### config.mk
export PLATFORM = sky130hd
export DESIGN_NAME = muldiv_unit
export DESIGN_NICKNAME = d
export VERILOG_FILES = /design/src/rtl/muldiv_pkg.sv /design/src/rtl/muldiv_unit.sv
export SDC_FILE = /design/constraint.sdc
export NUM_CORES = 1
export LEC_CHECK = 0
export ABC_AREA = 0
export BUFFER_PORTS_ARGS = -buffer_cell sky130_fd_sc_hd__buf_2
export CAP_MARGIN = 20
export CORE_MARGIN = 4
export CORE_UTILIZATION = 51
export DETAILED_ROUTE_END_ITERATION = 10
export PLACE_DENSITY = 0.78
export SLEW_MARGIN = 15
export SYNTH_ARGS = -nofsm -noshare
export SYNTH_HDL_FRONTEND = slang
export SYNTH_SLANG_ARGS = --single-unit
### constraint.sdc
create_clock -name clk_i -period 15.9 [get_ports clk_i]
set_clock_uncertainty 0.05 [all_clocks]
set_input_delay 2.385 -clock clk_i [delete_from_list [all_inputs] [get_ports clk_i]]
set_output_delay 2.385 -clock clk_i [all_outputs]
set_load 0.01 [all_outputs]
### src/rtl/muldiv_pkg.sv
// Shared definitions for the iterative multiply/divide unit: op encodings,
// FSM state type and small op-decode helpers.
package muldiv_pkg;

  localparam logic [2:0] OP_MUL    = 3'b000;
  localparam logic [2:0] OP_MULH   = 3'b001;
  localparam logic [2:0] OP_MULHSU = 3'b010;
  localparam logic [2:0] OP_MULHU  = 3'b011;
  localparam logic [2:0] OP_DIV    = 3'b100;
  localparam logic [2:0] OP_DIVU   = 3'b101;
  localparam logic [2:0] OP_REM    = 3'b110;
  localparam logic [2:0] OP_REMU   = 3'b111;

  typedef enum logic [1:0] {
    IDLE = 2'd0,
    CALC = 2'd1,
    DONE = 2'd2
  } state_t;

  function automatic logic op_a_signed(input logic [2:0] op);
    return (op != OP_MULHU) && (op != OP_DIVU) && (op != OP_REMU);
  endfunction

  function automatic logic op_b_signed(input logic [2:0] op);
    return op_a_signed(op) && (op != OP_MULHSU);
  endfunction

endpackage

### src/rtl/muldiv_unit.sv
// Iterative multiply/divide unit: one shift-add or restoring-divide step per
// cycle on unsigned magnitudes, sign fix-up applied on the final iteration.
module muldiv_unit
  import muldiv_pkg::*;
#(
  parameter int DATA_WIDTH = 32,
  parameter int TAG_WIDTH  = 5
) (
  input  logic                  clk_i,
  input  logic                  rst_ni,
  input  logic                  valid_i,
  output logic                  ready_o,
  input  logic [2:0]            op_i,
  input  logic [DATA_WIDTH-1:0] a_i,
  input  logic [DATA_WIDTH-1:0] b_i,
  input  logic [TAG_WIDTH-1:0]  tag_i,
  input  logic                  flush_i,
  output logic                  valid_o,
  input  logic                  ready_i,
  output logic [DATA_WIDTH-1:0] res_o,
  output logic [TAG_WIDTH-1:0]  tag_o,
  output logic                  dz_o
);

  localparam int W  = DATA_WIDTH;
  localparam int CW = $clog2(DATA_WIDTH + 1);

  state_t            state_reg, state_next;
  logic [CW-1:0]     count_reg;
  logic [2:0]        op_reg;
  logic              neg_reg;
  logic [W-1:0]      hi_reg, lo_reg, opnd_reg;
  logic [W-1:0]      res_reg;
  logic [TAG_WIDTH-1:0] tag_reg;
  logic              dz_reg;

  logic              accept, is_div, a_neg, b_neg, b_zero, ovf, shortcut, last_iter;
  logic [W-1:0]      a_mag, b_mag, shortcut_res, most_neg;

  always_comb begin
    most_neg     = {1'b1, {(W-1){1'b0}}};
    accept       = valid_i && (state_reg == IDLE) && !flush_i;
    is_div       = op_i[2];
    a_neg        = op_a_signed(op_i) && a_i[W-1];
    b_neg        = op_b_signed(op_i) && b_i[W-1];
    a_mag        = a_neg ? -a_i : a_i;
    b_mag        = b_neg ? -b_i : b_i;
    b_zero       = (b_i == '0);
    ovf          = ((op_i == OP_DIV) || (op_i == OP_REM)) && (a_i == most_neg) && (b_i == '1);
    shortcut     = is_div && (b_zero || ovf);
    // Divide-by-zero and signed overflow bypass the iteration entirely.
    if (b_zero) shortcut_res = op_i[1] ? a_i : '1;
    else        shortcut_res = op_i[1] ? '0 : a_i;
    last_iter    = (state_reg == CALC) && (count_reg == CW'(1));
  end

  // Shared W+1-bit adder: adds the multiplicand in mul mode, subtracts the
  // divisor from the shifted partial remainder in div mode.
  logic         sub, q_bit;
  logic [W:0]   add_a, add_b, add_sum;
  logic [W-1:0] hi_next, lo_next, calc_res;
  logic [2*W-1:0] prod, prod_fix;

  always_comb begin
    sub = op_reg[2];
    if (sub) begin
      add_a = {hi_reg, lo_reg[W-1]};
      add_b = {1'b0, opnd_reg};
    end else begin
      add_a = {1'b0, hi_reg};
      add_b = lo_reg[0] ? {1'b0, opnd_reg} : '0;
    end
    add_sum = add_a + (sub ? ~add_b : add_b) + {{W{1'b0}}, sub};
    q_bit   = ~add_sum[W];
    if (sub) begin
      hi_next = q_bit ? add_sum[W-1:0] : add_a[W-1:0];
      lo_next = {lo_reg[W-2:0], q_bit};
    end else begin
      {hi_next, lo_next} = {add_sum, lo_reg[W-1:1]};
    end
    prod     = {hi_next, lo_next};
    prod_fix = neg_reg ? -prod : prod;
    case (op_reg)
      OP_MUL:                    calc_res = prod_fix[W-1:0];
      OP_MULH, OP_MULHSU, OP_MULHU: calc_res = prod_fix[2*W-1:W];
      OP_DIV, OP_DIVU:           calc_res = neg_reg ? -lo_next : lo_next;
      default:                   calc_res = neg_reg ? -hi_next : hi_next;
    endcase
  end

  always_ff @(posedge clk_i) begin
    if (!rst_ni) state_reg <= IDLE;
    else         state_reg <= state_next;
  end

  always_comb begin
    state_next = state_reg;
    case (state_reg)
      IDLE:    if (accept) state_next = shortcut ? DONE : CALC;
      CALC:    if (last_iter) state_next = DONE;
      DONE:    if (ready_i) state_next = IDLE;
      default: state_next = IDLE;
    endcase
    if (flush_i) state_next = IDLE;
  end

  always_ff @(posedge clk_i) begin
    if (!rst_ni) begin
      count_reg <= '0;
      res_reg   <= '0;
      tag_reg   <= '0;
      dz_reg    <= 1'b0;
    end else if (accept) begin
      count_reg <= CW'(W);
      tag_reg   <= tag_i;
      dz_reg    <= shortcut && b_zero;
      if (shortcut) res_reg <= shortcut_res;
    end else if ((state_reg == CALC) && !flush_i) begin
      count_reg <= count_reg - CW'(1);
      if (last_iter) res_reg <= calc_res;
    end
  end

  // Remainder follows the dividend's sign; product/quotient follow sign XOR.
  always_ff @(posedge clk_i) begin
    if (accept) begin
      op_reg   <= op_i;
      neg_reg  <= (op_i[2] && op_i[1]) ? a_neg : (a_neg ^ b_neg);
      hi_reg   <= '0;
      lo_reg   <= is_div ? a_mag : b_mag;
      opnd_reg <= is_div ? b_mag : a_mag;
    end else if (state_reg == CALC) begin
      hi_reg   <= hi_next;
      lo_reg   <= lo_next;
    end
  end

  assign ready_o = (state_reg == IDLE);
  assign valid_o = (state_reg == DONE);
  assign res_o   = res_reg;
  assign tag_o   = tag_reg;
  assign dz_o    = dz_reg;

endmodule
# After elaboration in Yosys (flattened, before gate mapping)

Index checks and enable logic that the tools add are counted.

Add/subtract/negate cells: 8
Muxes and demuxes: 32
Bitwise operators: 4
Eq/ne operators: 20
Reduce and logical (&&, ||, !) cells: 29

Operators by type and width:

| operator                                                        | number |
|---|---|
| 32-bit two-way mux                                              | 20 |
| 32-bit negation                                                 | 4 |
| 32-bit one-hot mux with 3 select lines                          | 1 |
| 33-bit two-way mux                                              | 2 |
| 32-bit == test, second input constant                           | 2 |
| 64-bit two-way mux                                              | 1 |
| 64-bit negation                                                 | 1 |
| 33-bit by 1-bit adder with 33-bit output                        | 1 |
| 33-bit adder                                                    | 1 |
| 33-bit NOT                                                      | 1 |
| 32-bit zero test                                                | 1 |
| 1-bit logical AND                                               | 14 |
| 3-bit == test, second input constant                            | 4 |
| 6-bit two-way mux                                               | 2 |
| 2-bit two-way mux                                               | 4 |
| 3-bit by 2-bit == test with 1-bit output, second input constant | 2 |
| 6-bit by 1-bit == test with 1-bit output, second input constant | 1 |
| 2-bit by 1-bit != test with 1-bit output, second input constant | 3 |
| 3-bit by 2-bit != test with 1-bit output, second input constant | 2 |
| 3-bit != test, second input constant                            | 2 |
| 2-bit one-hot mux with 3 select lines                           | 1 |
| 3-bit AND reduction                                             | 2 |
| 2-bit nonzero test                                              | 3 |
| 2-bit OR reduction                                              | 3 |
| 13 further kinds                                                | 15 |

Word-level logic and storage cells: 104
Flip-flop bits (word level): 146
Output and inout bits: 40
Input port bits: 77

# Depth between registers and ports, before layout

Word-level depth: 14
Depth in mapped cells: 36
Gate-level depth less buffers: 22

# Worst setup path before layout

Ideal clock, no wire load.

Path type: flip-flop to flip-flop
Start: register op_reg[2]
End: register res_reg[22], in the netlist res_o[22]
Path buffers: 14
Data arrival time: 7.705 ns
Data required time: 15.726 ns
Slack: 8.021 ns
Clock period less this slack: 7.879 ns
Library setup time: 0.124 ns
Cell stages (with the launch flop): 34
Cell sequence: edfxtp_1 buf_2 buf_2 buf_2 clkbuf_1 buf_2 buf_2 buf_1 buf_2 clkbuf_1 clkbuf_1 mux2_2 fa_1 a211oi_1 nor2_1 a21oi_2 a31o_2 o211ai_2 buf_6 buf_2 buf_2 buf_1 nand2_1 a31oi_1 inv_1 ha_1 and3_1 nand2_1 a2111oi_4 nand2_1 or4_1 o21a_1 o221ai_1 a21oi_1

Longest elaborated chain between the ends: 13
Elaborated cells between the ends (all ways): 28
Classes of those cells: add/sub: 5; eq/ne: 5; mux: 13; bitwise: 2; reduce/logical: 3

RTL lines:

| item                                                   | RTL line                             | text |
|---|---|---|
| from (decl)                                            | muldiv_unit.sv:30                    | `logic [2:0] op_reg;` |
| from (signal assigned)                                 | muldiv_unit.sv:127                   | `op_reg <= op_i;` |
| 32-bit two-way mux                                     | muldiv_unit.sv:66                    | `if (sub) begin` |
| 33-bit NOT                                             | muldiv_unit.sv:73                    | `add_sum = add_a + (sub ? ~add_b : add_b) + {{W{1'b0}}, sub};` |
| 33-bit two-way mux                                     | muldiv_unit.sv:73                    |  |
| 33-bit adder                                           | muldiv_unit.sv:73                    |  |
| 33-bit by 1-bit adder with 33-bit output               | muldiv_unit.sv:73                    |  |
| 32-bit two-way mux / 1-bit NOT (equally long branches) | muldiv_unit.sv:76, muldiv_unit.sv:74 |  |
| 32-bit two-way mux                                     | muldiv_unit.sv:75                    | `if (sub) begin` |
| 64-bit negation (tied with other cells)                | muldiv_unit.sv:82                    | `prod_fix = neg_reg ? -prod : prod;` |
| 64-bit two-way mux (tied with other cells)             | muldiv_unit.sv:82                    |  |
| 32-bit one-hot mux with 3 select lines (*)             | muldiv_unit.sv:83                    | `case (op_reg)` |
| 32-bit two-way mux (*)                                 | muldiv_unit.sv:120                   | `if (last_iter) res_reg <= calc_res;` |
| 32-bit two-way mux (*)                                 | muldiv_unit.sv:118                   | `end else if ((state_reg == CALC) && !flush_i) begin` |
| 32-bit two-way mux (*)                                 | muldiv_unit.sv:113                   | `end else if (accept) begin` |
| to (signal assigned)                                   | muldiv_unit.sv:117                   | `if (shortcut) res_reg <= shortcut_res;` |
| to (signal assigned)                                   | muldiv_unit.sv:120                   |  |
| to (decl)                                              | muldiv_unit.sv:33                    | `logic [W-1:0] res_reg;` |

Every way passes the cells marked *; elsewhere a longest branch is shown, timed or not. The select of a mux whose other input is x is not followed.
A chain may end at the register's enable or synchronous reset.

# Worst setup path in the final report

Start: register op_reg[2]
End: register res_reg[31], in the netlist res_o[31]

Same word-level chain as after synthesis.

==> summary.txt <==
Clocking
  – # resized after CTS: 0
  – CTS tree: done
  – Clk sinks: 146
  – Clk slew on worst S/H paths: 0.08 ns
  – # H-tree levels: 4
  – Root Driver: clkbuf_16
  – Post-CTS Setup Inserts: 0
  – Hold_buf cts: 0
  – Total CTS buffers: 17
  – CTS Buffer Depth: 2
  – Clk Latency, worst-skew pair: 0.45 ns

Yosys
  – FFs w/ async S/R, synth: 0
  – Syn Nets: around 2100
  – Cell taking the most area after synthesis: edfxtp_1
  – Cells after Synth: between 1500 and 2000
  – Seq/Total Area, Yosys: 0.246
  – Mean area per synthesized cell: 7.46 um2
  – Most used DFF post-synth: dfxtp_1
  – Synth top area cells: edfxtp_1 (14%), dfxtp_1 (11%), o21ai_0 (6.7%), nand2_1 (6.6%), a21oi_1 (6.3%)
  – Synthesis-stage register bit count: around 150
  – Distinct cells, synth: slightly below 90
  – Syn Std Cell Area: around 0.015 mm2
  – Post-synth top area share: 0.140
  – Post-synth EDFFs: 68
  – Synth Warn #: 0

Floorplanning
  – Row count: 61
  – Chip Width: about 180 um
  – Core Area: approximately 0.028 mm2
  – Initial Util: 0.522
  – Die Y-Extent: about 180 um
  – Total die area: 0.0315 mm2
  – # IOs: 117

Placement
  – I/O Buffers: 116
  – RePlAce Congestion: between 1 and 1.5
  – Post-detail-place hpwl: between 40000 and 50000 um

STA
  – Hold violation count in the final report: 0
  – Max_slew headroom: 0.261
  – Setup TNS: 0 ns
  – Achievable Freq: about 130 MHz
  – Final worst-path cycle share: 0.466
  – Slew @ Worst Pin: approximately 1.1 ns
  – RSZ-0062 raised after global routing: no
  – Final number of max-transition violations: 0
  – Hold_ws: ~0.41 ns
  – Final setup viols: 0
  – Post-layout min period: around 7.4 ns

Worst setup path
  – Element type at the critical path end: flip-flop
  – Most frequent CP cell: buf_4
  – Worst Path Arrival: 7.69 ns
  – CP required: between 15 and 20 ns
  – Critical path class: flip-flop to flip-flop
  – CP max-delay cell: buf_4
  – CP cell instances: buf_4, buf_4, nor2b_2, buf_4, nand2_1, o21ai_0, fa_1, a211oi_1, nor3_1, o21ai_0, a211oi_1, nor4_1, mux2i_1, mux2i_1, a311o_1, or4b_4, nor3_1, a21oi_1, xnor2_1, o211ai_1, a31oi_1
  – Slowest Stage Delay on Critical Path: approximately 0.89 ns
  – Crit Path Max Fanout: ~110
  – Worst Path Buf+Inv: 3
  – Delay-heaviest family, CP: compound AO/OA/AOI/OAI gates
  – CP startpoint kind: flip-flop

Pwr
  – Leak: around 6 nW
  – Gate power share: 0.368
  – P_int: 801 uW
  – Clock power frac: 0.308
  – Net switching power: around 570 uW
  – Peak supply drop: 0.0842 mV
  – Cell Pwr Density: around 86 mW/mm2
  – Sw Share: 0.414
  – Flop pwr share: 0.324

GRT
  – Tot GR Track Use: 0.341
  – Vias in the first global route: 14100
  – Largest net degree at the start of global routing: between 100 and 150
  – Total grt overflow: 0
  – First-pass GRT wire length: slightly above 80000 um
  – Initial antenna violation count: 1

Detailed routing
  – DR vias: about 16000
  – Drt drc: 0
  – Vias/cell: around 6.6
  – Routed wire length: 55600 um
  – WL/cell: 23.3 um
  – Antenna-violating nets left: 0
  – Initial DRC Count: between 2000 and 3000
  – Pre-Repair DR Iteration Count: 6

Job
  – Max-cap violations: 0

Run status
  – Status: finished, final reports clean

Worst hold path
  – Hold Crit Class: flip-flop to flip-flop

Cells and area
  – Nets: 2110
  – Fillers: 2662
  – Layout overhead on the synthesized area: 9.09%
  – Ratio of cells with drive above 1 in the final layout: 0.117
==> layout make-up <==
cell class | instances | area (um2) | share of cell area
multi-input cells | 1632 | 10300 | 0.646
flip-flops and latches | 146 | 3600 | 0.226
repair buffers | 140 | 761 | 0.0477
well taps | 378 | 473 | 0.0296
clock buffers | 17 | 425 | 0.0267
inverters | 56 | 210 | 0.0132
clock inverters | 15 | 174 | 0.0109
diodes | 1 | 2.50 | 0.000157
==> routing by layer <==
layer  routed length (um)  global-route usage  vias to the layer above
met5                   13                   0                        -
met4                 2510               0.137                        2
met3                 5820              0.0597                      131
met2                24800               0.534                      909
met1                22400               0.468                     7387
li1                     -                   -                     7295
==> cells in the final DEF (no fill, tap or decap), types with 31 or more instances in the layout <==
master    instances
o21ai_0         193
mux2i_1          78
xor2_1           51
inv_1            51
mux2_2           36
nand2_1         256
a21oi_1         183
o31ai_1          31
nor2_1          151
xnor2_1          99
dfxtp_1          78
buf_2           116
ha_1             39
o211ai_1         32
nor3_1           57
nand3_1          56
edfxtp_1         68
==> stage by stage <==
step                instance area [um2]  utilization  worst slack (ns)  total power, mW  cells
finish                            16000        0.570              8.49             1.37   2385
CTS                               15900        0.569              8.61             1.35   2383
global route                      16000        0.570              7.82             1.42   2384
global placement                  15300        0.548              8.87            0.930   2351
floorplan                         14600            -              8.02            0.778   1962
detailed placement                15300        0.548              8.64            0.935   2351
==> worst register-to-register path, stage by stage, from the launching register on <==
cell      delay [ns]
edfxtp_1        0.34
buf_4           0.43
buf_4           0.90
nor2b_2         0.09
buf_4           0.28
nand2_1         0.10
o21ai_0         0.15
fa_1            0.50
a211oi_1        0.41
nor3_1          0.13
o21ai_0         0.83
a211oi_1        0.16
nor4_1          0.83
mux2i_1         0.22
mux2i_1         0.59
a311o_1         0.34
or4b_4          0.20
nor3_1          0.05
a21oi_1         0.19
xnor2_1         0.09
o211ai_1        0.27
a31oi_1         0.12
==> cells in the mapped netlist (11+ instances only) <==
cell type  number
a221oi_1       13
nor3_1         57
nand3_1        56
nor4_1         23
a211oi_1       20
maj3_1         14
nor2_1        152
o21ai_0       195
or3_1          20
dfxtp_1        78
or4_1          11
edfxtp_1       68
xor2_1         51
a22o_1         23
o211ai_1       32
o22ai_1        11
o31ai_1        31
nand2_1       256
mux2_2         36
nand4_1        22
clkbuf_1       85
xnor2_1        99
and2_1         17
mux2i_1        78
inv_1          52
a31oi_1        23
ha_1           39
buf_2          24
buf_1          17
a21oi_1       183
==> path summary, 6_finish.rpt <==
check	startpoint	end	slack, ns	depth (start not counted)
worst max-delay path	op_reg[2]$_DFFE_PP_	res_o[31]$_SDFFE_PN0P_	8.49	21
worst min-delay path	tag_o[2]$_SDFFE_PN0P_	tag_o[2]$_SDFFE_PN0P_	0.41	2
worst max register to register	op_reg[2]$_DFFE_PP_	res_o[31]$_SDFFE_PN0P_	8.49	21
worst min register to register	tag_o[2]$_SDFFE_PN0P_	tag_o[2]$_SDFFE_PN0P_	0.41	2
==> power by group through the flow <==
stage | Sequential [mW] | Clock (mW) | Combinational [mW]
after detailed placement | 0.450 | 0 | 0.485
after CTS | 0.442 | 0.419 | 0.487
after floorplan | 0.441 | 0 | 0.337
after global placement | 0.449 | 0 | 0.481
after global routing | 0.445 | 0.435 | 0.535
final | 0.443 | 0.421 | 0.504
==> cells by family after synthesis <==
family	count (synthesis)	share of synthesized area
multiplexers	114	0.0811
XOR/XNOR	150	0.0898
flip-flops	146	0.246
AO/OA/AOI/OAI	636	0.272
adder cells (fa/ha/maj)	54	0.0443
buffers and inverters	184	0.0500
AND/OR/NAND/NOR	678	0.217
No activity file was read; power rests on OpenSTA's default activity.
